`config.mk`:
```
export PLATFORM = sky130hd
export DESIGN_NAME = ir_nec_tx
export DESIGN_NICKNAME = d
export VERILOG_FILES = /design/src/rtl/ir_nec_tx.sv
export SDC_FILE = /design/constraint.sdc
export NUM_CORES = 1
export LEC_CHECK = 0
export CORE_UTILIZATION = 59
export DETAILED_ROUTE_END_ITERATION = 6
export PLACE_DENSITY_LB_ADDON = 0.12
export SETUP_SLACK_MARGIN = 0.1
export SLEW_MARGIN = 30
export SYNTH_ARGS = -nofsm -noshare
export SYNTH_HDL_FRONTEND = slang
export SYNTH_SLANG_ARGS = --single-unit
```
`constraint.sdc`:
```
create_clock -name clk -period 3.6 [get_ports clk]
set_clock_uncertainty 0.1 [all_clocks]
set_input_delay 0.9 -clock clk [delete_from_list [all_inputs] [get_ports clk]]
set_output_delay 0.9 -clock clk [all_outputs]
set_load 0.005 [all_outputs]
```
`src/rtl/ir_nec_tx.sv`:
```
// NEC infrared transmitter: serialises leader, 32 data bits LSB-first {~cmd,cmd,~addr,addr} and a stop mark.
// Define IR_NEC_TX_REPEAT_EN to add the tx_repeat port and the short repeat-code frame.
module ir_nec_tx #(
    parameter int UNIT_CYCLES  = 28125,
    parameter int CARRIER_DIV  = 1316,
    parameter int CARRIER_HIGH = 439,
    parameter int GAP_UNITS    = 16
) (
    input  logic       clk,
    input  logic       reset,
    input  logic       tx_valid,
    output logic       tx_ready,
    input  logic [7:0] tx_addr,
    input  logic [7:0] tx_cmd,
`ifdef IR_NEC_TX_REPEAT_EN
    input  logic       tx_repeat,
`endif
    output logic       ir_env,
    output logic       ir_out,
    output logic       busy,
    output logic       done
);

    localparam int CW       = (UNIT_CYCLES > 1) ? $clog2(UNIT_CYCLES) : 1;
    localparam int KW       = (CARRIER_DIV > 1) ? $clog2(CARRIER_DIV) : 1;
    localparam int MAX_UNIT = (GAP_UNITS > 16) ? GAP_UNITS : 16;
    localparam int UW       = $clog2(MAX_UNIT + 1);

    localparam logic [2:0] IDLE       = 3'd0;
    localparam logic [2:0] LEAD_MARK  = 3'd1;
    localparam logic [2:0] LEAD_SPACE = 3'd2;
    localparam logic [2:0] BIT_MARK   = 3'd3;
    localparam logic [2:0] BIT_SPACE  = 3'd4;
    localparam logic [2:0] STOP_MARK  = 3'd5;
    localparam logic [2:0] GAP        = 3'd6;

    logic [2:0]    state;
    logic [CW-1:0] cyc_cnt;
    logic [UW-1:0] unit_cnt;
    logic [UW-1:0] unit_len;
    logic [KW-1:0] car_cnt;
    logic [31:0]   shreg;
    logic [4:0]    bit_idx;
    logic          rpt_q;
    logic          unit_end;
    logic          state_end;
    logic          is_mark;

    // Length of the current state in NEC units; bit spaces depend on the bit being sent.
    always_comb begin
        unit_len = UW'(1);
        case (state)
            LEAD_MARK:  unit_len = UW'(16);
            LEAD_SPACE: unit_len = rpt_q ? UW'(4) : UW'(8);
            BIT_SPACE:  unit_len = shreg[0] ? UW'(3) : UW'(1);
            GAP:        unit_len = UW'(GAP_UNITS);
            default:    unit_len = UW'(1);
        endcase
    end

    assign unit_end  = (cyc_cnt == CW'(UNIT_CYCLES - 1));
    assign state_end = unit_end && (unit_cnt == unit_len - UW'(1));
    assign is_mark   = (state == LEAD_MARK) || (state == BIT_MARK) || (state == STOP_MARK);
    assign tx_ready  = (state == IDLE);
    assign busy      = ~tx_ready;

    // NOTE: all state below uses non-blocking assignments so every register samples pre-edge values.
    always_ff @(posedge clk) begin
        if (reset) begin
            state    <= IDLE;
            cyc_cnt  <= '0;
            unit_cnt <= '0;
            car_cnt  <= '0;
            shreg    <= '0;
            bit_idx  <= '0;
            rpt_q    <= 1'b0;
            ir_env   <= 1'b0;
            ir_out   <= 1'b0;
            done     <= 1'b0;
        end else begin
            done    <= 1'b0;
            ir_env  <= is_mark;
            ir_out  <= is_mark && (car_cnt < KW'(CARRIER_HIGH));
            car_cnt <= (car_cnt == KW'(CARRIER_DIV - 1)) ? '0 : car_cnt + KW'(1);

            if (state == IDLE) begin
                cyc_cnt  <= '0;
                unit_cnt <= '0;
                if (tx_valid) begin
                    shreg   <= {~tx_cmd, tx_cmd, ~tx_addr, tx_addr};
                    bit_idx <= '0;
`ifdef IR_NEC_TX_REPEAT_EN
                    rpt_q   <= tx_repeat;
`else
                    rpt_q   <= 1'b0;
`endif
                    car_cnt <= '0;
                    state   <= LEAD_MARK;
                end
            end else if (state_end) begin
                cyc_cnt  <= '0;
                unit_cnt <= '0;
                case (state)
                    LEAD_MARK: state <= LEAD_SPACE;
                    LEAD_SPACE: begin
                        car_cnt <= '0;
                        state   <= rpt_q ? STOP_MARK : BIT_MARK;
                    end
                    BIT_MARK: state <= BIT_SPACE;
                    BIT_SPACE: begin
                        shreg   <= shreg >> 1;
                        bit_idx <= bit_idx + 5'd1;
                        car_cnt <= '0;
                        state   <= (bit_idx == 5'd31) ? STOP_MARK : BIT_MARK;
                    end
                    STOP_MARK: state <= GAP;
                    GAP: begin
                        done  <= 1'b1;
                        state <= IDLE;
                    end
                    default: state <= IDLE;
                endcase
            end else begin
                cyc_cnt <= unit_end ? '0 : cyc_cnt + CW'(1);
                if (unit_end)
                    unit_cnt <= unit_cnt + UW'(1);
            end
        end
    end

endmodule
```
# After elaboration in Yosys (flattened, before gate mapping)
# Cells that the tools add are included.
[classes] n_addsub=5 order_cmp=1 n_eq_ne=11 muxes=21 bitwise=4 n_reduce_logical=14
[ops] operator="2-to-1 mux 32 bit" n=4
[ops] operator="2-to-1 mux 11 bit" n=5
[ops] operator="2-to-1 mux 5 bit" n=4
[ops] operator="NOT 8 bit" n=2
[ops] operator="adder 15 x 1 -> 15 bit, second input constant" n=1
[ops] operator="equality test 15 bit, second input constant" n=1
[ops] operator="one-hot mux 3 bit (5 select lines)" n=1
[ops] operator="one-hot mux 5 bit (3 select lines)" n=1
[ops] operator="2-to-1 mux 3 bit" n=4
[ops] operator="adder 11 x 1 -> 11 bit, second input constant" n=1
[ops] operator="equality test 11 bit, second input constant" n=1
[ops] operator="< comparator 11 x 9 -> 1 bit, second input constant" n=1
[ops] operator="adder 5 x 1 -> 5 bit, second input constant" n=2
[ops] operator="equality test 3 bit, second input constant" n=3
[ops] operator="equality test 3 x 2 -> 1 bit, second input constant" n=2
[ops] operator="OR reduction 3 bit" n=2
[ops] operator="equality test 5 bit" n=1
[ops] operator="equality test 5 bit, second input constant" n=1
[ops] operator="subtractor 5 x 1 -> 5 bit, second input constant" n=1
[ops] operator="nonzero test 2 bit" n=2
[ops] operator="OR reduction 2 bit" n=2
[ops] operator="OR reduction 4 bit" n=1
[ops] operator="equality test 3 x 1 -> 1 bit, second input constant" n=1
[ops] operator="zero test 3 bit" n=1
[ops] operator="8 further kinds" n=11
[totals] reg_bits=74 out_inout_bits=5 word_cells=65

# Depth between registers and ports, before layout
# Gate-level depths: netlist of the first run.
[depth] depth_word=8 depth_mapped=11 depth_no_buf=9

# Worst setup path before layout of the first run
# Ideal clock, no wire load.
[synth_timing] path_kind="register to register" startpoint="reg state[1]" endpoint="reg shreg[14]" arrival_ps=2547 required_time_ps=3430 path_slack_ps=882 path_stages_with_launch=12 path_buffers=2 period_less_slack_ps=2718 path_cell_list="dfxtp_1 nor2b_2 or2_2 ha_1 ha_1 xnor2_1 nor3_2 o2111a_2 buf_6 buf_8 o221ai_1 a21oi_1"
[synth_between] elab_chain_len=8 word_cells_on_any_way=15 cone_classes="add/sub: 1; eq/ne: 6; mux: 2; reduce/logical: 6"
[synth_rtl] element="from (decl)" line_no="37" text="logic [2:0] state;"
[synth_rtl] element="from (signal assigned)" line_no="107" text="state <= rpt_q ? STOP_MARK : BIT_MARK;"
[synth_rtl] element="from (signal assigned)" line_no="114" text="state <= (bit_idx == 5'd31) ? STOP_MARK : BIT_MARK;"
[synth_rtl] element="equality test 3 x 1 -> 1 bit / equality test 3 bit (equally long branches)" line_no="52" text="case (state)"
[synth_rtl] element="OR reduction 2 bit (no line)"
[synth_rtl] element="one-hot mux 5 bit (3 select lines)" line_no="52"
[synth_rtl] element="subtractor 5 x 1 -> 5 bit" line_no="62" text="assign state_end = unit_end && (unit_cnt == unit_len - UW'(1));"
[synth_rtl] element="equality test 5 bit" line_no="62"
[synth_rtl] element="logical AND 1 bit" line_no="62"
[synth_rtl] element="nonzero test 2 bit (no line)"
[synth_rtl] element="AND reduction 3 bit (no line)"
[synth_rtl] element="to (signal assigned)" line_no="90" text="shreg <= {~tx_cmd, tx_cmd, ~tx_addr, tx_addr};"
[synth_rtl] element="to (signal assigned)" line_no="111" text="shreg <= shreg >> 1;"
[synth_rtl] element="to (decl)" line_no="42" text="logic [31:0] shreg;"
# Several ways; a longest one is shown, not always the timed one.
# A chain may end at the register's enable or synchronous reset.

# Worst setup path after layout of the first run
[layout_timing] startpoint="reg state[2]" endpoint="reg shreg[16]"
# Same word-level chain as after synthesis.

==> results.yml, run 1 <==
run_status:
  status: "finished, final reports clean"
route:
  postRouteWirelength_microns: 7420
  avgViaCountPerCell: 5.98
  first_pass_iters: 5
  postRouteAntennaNets: 0
  post_drt_wl_per_cell_microns: 14.9
  drc: 0
  drt_iter0_drc: 186
  vias: 2979
hold_path:
  hold-path-cell-count: 2
  min_path_type: "flip-flop to flip-flop"
  whs_endpoint: "shreg[28]"
  worstHoldStart: "shreg[28]"
power:
  finalPower_w: 0.00183
  leakagePower_nw: 1.50
  power_density_nw_per_um2: 441
  ir_worst_vdd_v: 0.000322
setup_path:
  r2r_slack_ns: 0.35
  r2r_start: "state[2]"
  worstRegToRegCells: 10
  worst-path-max-fanout: 14
  cp.required_ns: 3.74
  startpoint_type: "flip-flop"
  critPathKind: "flip-flop to flip-flop"
  r2r_end: "shreg[16]"
  cp.arrival_ns: 3.39
  worstSetupEndpointType: "flip-flop"
floorplan:
  rows: 28
  die_w_microns: 80.7
  dieArea_sq_um: 6520
  die_height_microns: 80.7
  core_area_sq_um: 5960
  ios: 24
  start_util_pct: 61.4
sta:
  finalHoldViolCount: 0
  max_freq_mhz: 308
  finalMaxSlewViolations: 0
  slew-limit-headroom_pct: 52.7
  finalCritPeriodShare_pct: 90.3
  worst_pin_slew_ns: 0.707
  rsz0062_at_grt: "no"
  min_period_ns: 3.25
  setup_viol: 0
  setup_tns_ns: 0
cells_and_area:
  layout-drive-gt1-share_pct: 11.6
  regArea_sq_um: 1480
  fill_cells: 500
  final_util_pct: 69.5
  nets: 445
  multi_input_area_sq_um: 2000
  instances_no_fill: 498
  diodes: 0
  area_growth_pct: 13.2
cts:
  tritoncts: "built"
  postCtsSetupBuffers: 0
  clk_pin_slew_ns: 0.08
  hold_buffers: 0
  worstSkewPairLatency_ns: 0.34
  htreeDepth: 3
  cts_resized: 0
  root_buffer: "clkbuf_8"
  clockBufferDepth: 2
  clock-sinks: 74
  cts-buffers-inserted: 9
global_route:
  grt_pass1_wl_microns: 12500
  antenna_found_initial: 0
  grt_start_max_net_pins: 45
  grt.overflow.total: 0
  grt_pass1_vias: 2655
  track_usage_pct: 24.8
yosys:
  synth.distinct_cells: 56
  syn_avg_cell_area_sq_um: 9.12
  ys_top_cells_by_area: "dfxtp_1 41%, mux2i_1 4.7%, xnor2_1 4.3%"
  synthArstFlopShare_pct: 0
  synth_adder_area_share_pct: 2.74
  synthFlopType: "dfxtp_1"
  ys_ff_latch: 74
  synth_seq_area_share_pct: 40.5
  yosysMostFrequentCell: "dfxtp_1"
  synth-xor-area-share_pct: 7.43
  synth_edf_count: 0
  synth_top_family_by_area: "simple AND/OR/NAND/NOR gates"
  yosys-top-cells-count: "74 x dfxtp_1, 41 x nor2_1, 31 x nand2_1, 31 x nand3_1, 24 x nor3_1"
  synthesis.area_sq_um: 3660
  synth_compound_area_share_pct: 16.2
  syn_nets: 428
  yosysWarnings: 0
  netlist_instances: 401
  yosys.area_share.simple_pct: 23.8
  yosysTopAreaCell: "dfxtp_1"
  synth.top_cell.area_share_pct: 40.5
  synthMuxAreaShare_pct: 4.65
placement:
  portBuffers: 23
  dp_cells: 482
  dp_hpwl_microns: 4940
  gp_congestion: 0.823
flow_run:
  cap_violations: 0
## through the flow
step	setup slack (ns)	area [sq um]	hold WS, ns
floorplan	0.882	3660	0.317
global placement	0.522	3910	0.332
detailed placement	0.412	3910	0.347
CTS	0.403	4140	0.363
global route	0.198	4140	0.390
finish	0.350	4140	0.365
## registers in the layout (all words and copies together), names as in the netlist
| signal | count |
|---|---|
| bit_idx | 5 |
| shreg | 32 |
| unit_cnt | 5 |
| ir_env | 1 |
| cyc_cnt | 15 |
| done | 1 |
| ir_out | 1 |
| state | 3 |
| car_cnt | 11 |
## cells by family after synthesis
| logic type | after synthesis |
|---|---|
| AOI/OAI and AO/OA | 74 |
| DFF | 74 |
| and+or+nand+nor | 162 |
| adders and majority gates | 8 |
| xor gates and xnor gates | 31 |
| buffers and inverters | 35 |
| muxes | 17 |
## layer usage
| layer | GRT usage (%) | routed length [microns] | vias up |
|---|---|---|---|
| met2 | 37.6 | 3310 | 83 |
| met4 | 7.50 | 59 | 0 |
| met3 | 5.68 | 358 | 6 |
| met1 | 34.9 | 3690 | 1398 |
| met5 | 0 | 0 | - |
| li1 | - | - | 1492 |
## critical path, cell delays in order (launching register included)
cell and delay [ns]:
dfxtp_1 0.56, nor3b_4 0.09, or2_2 0.30, ha_1 0.22, ha_1 0.29, xnor2_1 0.13
nor3_2 0.40, o2111a_2 0.49, buf_4 0.26, nor3_1 0.06, a211oi_1 0.23
## final cells by class
cell class              count  share of cell area [%]
clock buffers              12                    3.75
clock inverters             4                    1.78
inverters                   9                   0.816
multi-input cells         292                    48.4
flip-flops and latches     74                    35.8
well taps                  75                    2.27
repair buffers             32                    7.19
## where the power goes
part / leakage [nW] / switching [W] / total, W / internal (W)
logic: 0.780 / 0.000117 / 0.000209 / 0.0000929
clock network: 0.117 / 0.000311 / 0.000740 / 0.000429
registers: 0.603 / 0.0000224 / 0.000876 / 0.000854
## worst max path at each step
stage,start,end
after global routing,state[2],shreg[16]
after detailed placement,state[2],shreg[1]
after CTS,state[2],shreg[16]
final,state[2],shreg[16]
after global placement,state[2],shreg[0]
after floorplan,state[1],shreg[14]
## cells in the final DEF (no fill, tap or decap), drive strengths merged, types with 12 or more instances in the layout
master         instances
nor2                  41
o221ai                15
xnor2                 18
dfxtp                 74
nor3                  27
a21oi                 22
clkdlybuf4s50         23
nand2                 31
nand3                 32
clkbuf                12
xor2                  13
mux2i                 17
a211oi                18
Note: power is estimated with default switching activity, not from simulation.
==> inputs of run 2 (changes only) <==
Settings changed: CORE_UTILIZATION 59 to 60.
Clock period 3.6 ns to 3.95 ns, I/O delays scaled along.
==> run 2 against run 1 <==
  * Via count fell by 1.9%
  * Critical endpoint is now car_cnt[10]
  * Sequential power fell by 8.8%
  * Largest power group unchanged
  * Setup slack improved by 0.40 ns
  * Utilization rose by 0.74 points
  * Die area fell by 1.6%
  * Sequential share of layout area barely moved
  * Cell area fell by 0.12%
  * First-iteration DRC count rose by 30%
  * Flip-flop and latch count did not move
  * Non-clock buffer count fell by 2
  * Global-route usage fell by 0.55 points
  * Register-to-register slack improved by 0.40 ns
  * Highest routed layer unchanged
==> results.yml, run 2 (synthesis gave the netlist of run 1 again) <==
setup_path:
  worstSetupEndpointType: "flip-flop"
  critPathMaxStageDelay_ns: 0.65
  worstRegToRegCells: 9
  cp.required_ns: 4.05
  cp_slowest_cell: "o31ai_2"
  startpoint_type: "flip-flop"
  r2r_start: "state[2]"
  path_cells: "nor3b_4 -> or2_2 -> ha_1 -> ha_1 -> xnor2_1 -> nor3_2 -> o211ai_4 -> o31ai_2 -> nor2_1"
  worst-path-max-fanout: 11
  critPathKind: "flip-flop to flip-flop"
  critical_path.most_common_cell: "ha_1"
  r2r_end: "car_cnt[10]"
  r2r_slack_ns: 0.75
  cp.arrival_ns: 3.30
cells_and_area:
  layout-drive-gt1-share_pct: 11.2
  nets: 443
  multi_input_area_sq_um: 2000
  top_regs: "shreg: 32 flops, cyc_cnt: 15 flops, car_cnt: 11 flops"
  diodes: 0
  final_util_pct: 70.2
  fill_cells: 497
  largest_register_ffs: 32
  regArea_sq_um: 1480
  max_flop_register: "shreg"
  mostFrequentLayoutCells: "74 x dfxtp_1, 41 x nor2_1, 31 x nand2_1, 31 x nand3_1, 24 x nor3_1"
  instances_no_fill: 495
  area_growth_pct: 13.1
  final_common_cell: "dfxtp_1"
route:
  drt_iter0_drc: 242
  first_pass_iters: 4
  post_drt_wl_per_cell_microns: 14.6
  postRouteAntennaNets: 0
  drc: 0
  vias: 2923
  postRouteWirelength_microns: 7250
  avgViaCountPerCell: 5.91
placement:
  portBuffers: 23
  dp_cells: 480
  gp_congestion: 0.838
  dp_hpwl_microns: 4750
floorplan:
  die_w_microns: 80.1
  ios: 24
  die_height_microns: 80.1
  core_area_sq_um: 5890
  dieArea_sq_um: 6410
  start_util_pct: 62.1
  rows: 28
global_route:
  track_usage_pct: 24.3
  antenna_found_initial: 0
  grt_pass1_wl_microns: 12100
  grt_pass1_vias: 2552
  grt_start_max_net_pins: 39
  grt.overflow.total: 0
cts:
  clk_pin_slew_ns: 0.08
  hold_buffers: 0
  clockBufferDepth: 2
  postCtsSetupBuffers: 0
  worstSkewPairLatency_ns: 0.34
  cts_resized: 0
  cts-buffers-inserted: 9
  tritoncts: "built"
  root_buffer: "clkbuf_8"
  htreeDepth: 3
  clock-sinks: 74
flow_run:
  cap_violations: 0
power:
  ir_worst_vdd_v: 0.000353
  power_density_nw_per_um2: 399
  leakagePower_nw: 1.48
sta:
  setup_viol: 0
  slew-limit-headroom_pct: 50.3
  finalCritPeriodShare_pct: 80.9
  setup_tns_ns: 0
  rsz0062_at_grt: "no"
  worst_pin_slew_ns: 0.740
  min_period_ns: 3.20
  finalMaxSlewViolations: 0
  finalHoldViolCount: 0
  max_freq_mhz: 313
hold_path:
  worstHoldStart: "car_cnt[0]"
  min_path_type: "flip-flop to flip-flop"
  hold-path-cell-count: 1
  whs_endpoint: "car_cnt[0]"
run_status:
  status: "finished, final reports clean"
==> run 2: stage by stage <==
step | instance area, sq um | hold slack [ns] | setup WS [ns] | total power [W]
final | 4130 | 0.355 | 0.753 | 0.00165
after global routing | 4130 | 0.374 | 0.565 | 0.00172
after CTS | 4130 | 0.359 | 0.708 | 0.00166
after detailed placement | 3910 | 0.341 | 0.755 | 0.00100
after global placement | 3910 | 0.328 | 0.840 | 0.000998
after floorplan | 3660 | 0.317 | 1.23 | 0.000947
==> run 2: worst max-delay path, delay by kind of cell (launching register included) <==
| family | cells | cell delay [ns] |
|---|---|---|
| fa+ha+maj | 2 | 0.52 |
| compound gates | 2 | 0.84 |
| xor+xnor | 1 | 0.14 |
| flops | 1 | 0.56 |
| simple gates | 4 | 0.91 |
==> run 2: metal layers <==
layer | vias to the layer above | track usage (%) | part of all wire (%)
met4 | 0 | 8.39 | 1.2
li1 | 1476 | - | -
met5 | - | 0 | 0
met1 | 1372 | 34.7 | 49
met3 | 11 | 5.45 | 3.9
met2 | 64 | 35.8 | 46
==> run 2: area by class of cell <==
class / instances / area share (%)
Timing Repair Buffer: 30 / 7.14
Sequential cell: 74 / 35.8
Clock buffer: 11 / 3.66
Clock inverter: 4 / 1.82
Tap cell: 75 / 2.27
Multi-Input combinational cell: 292 / 48.5
Inverter: 9 / 0.817
==> run 2: worst max-delay path by stage <==
stage	startpoint	endpoint	slack (ns)	depth (start not counted)
floorplan	state[1]	shreg[14]	1.23	11
global placement	state[2]	car_cnt[6]	0.84	9
detailed placement	state[2]	car_cnt[10]	0.75	9
CTS	state[2]	car_cnt[10]	0.71	9
global route	state[2]	car_cnt[4]	0.57	9
finish	state[2]	car_cnt[10]	0.75	9
==> run 2: report_power, final <==
part	leakage [nW]	internal [W]	switching, W
logic	0.773	0.0000832	0.000105
clock network	0.108	0.000387	0.000274
registers	0.603	0.000779	0.0000208
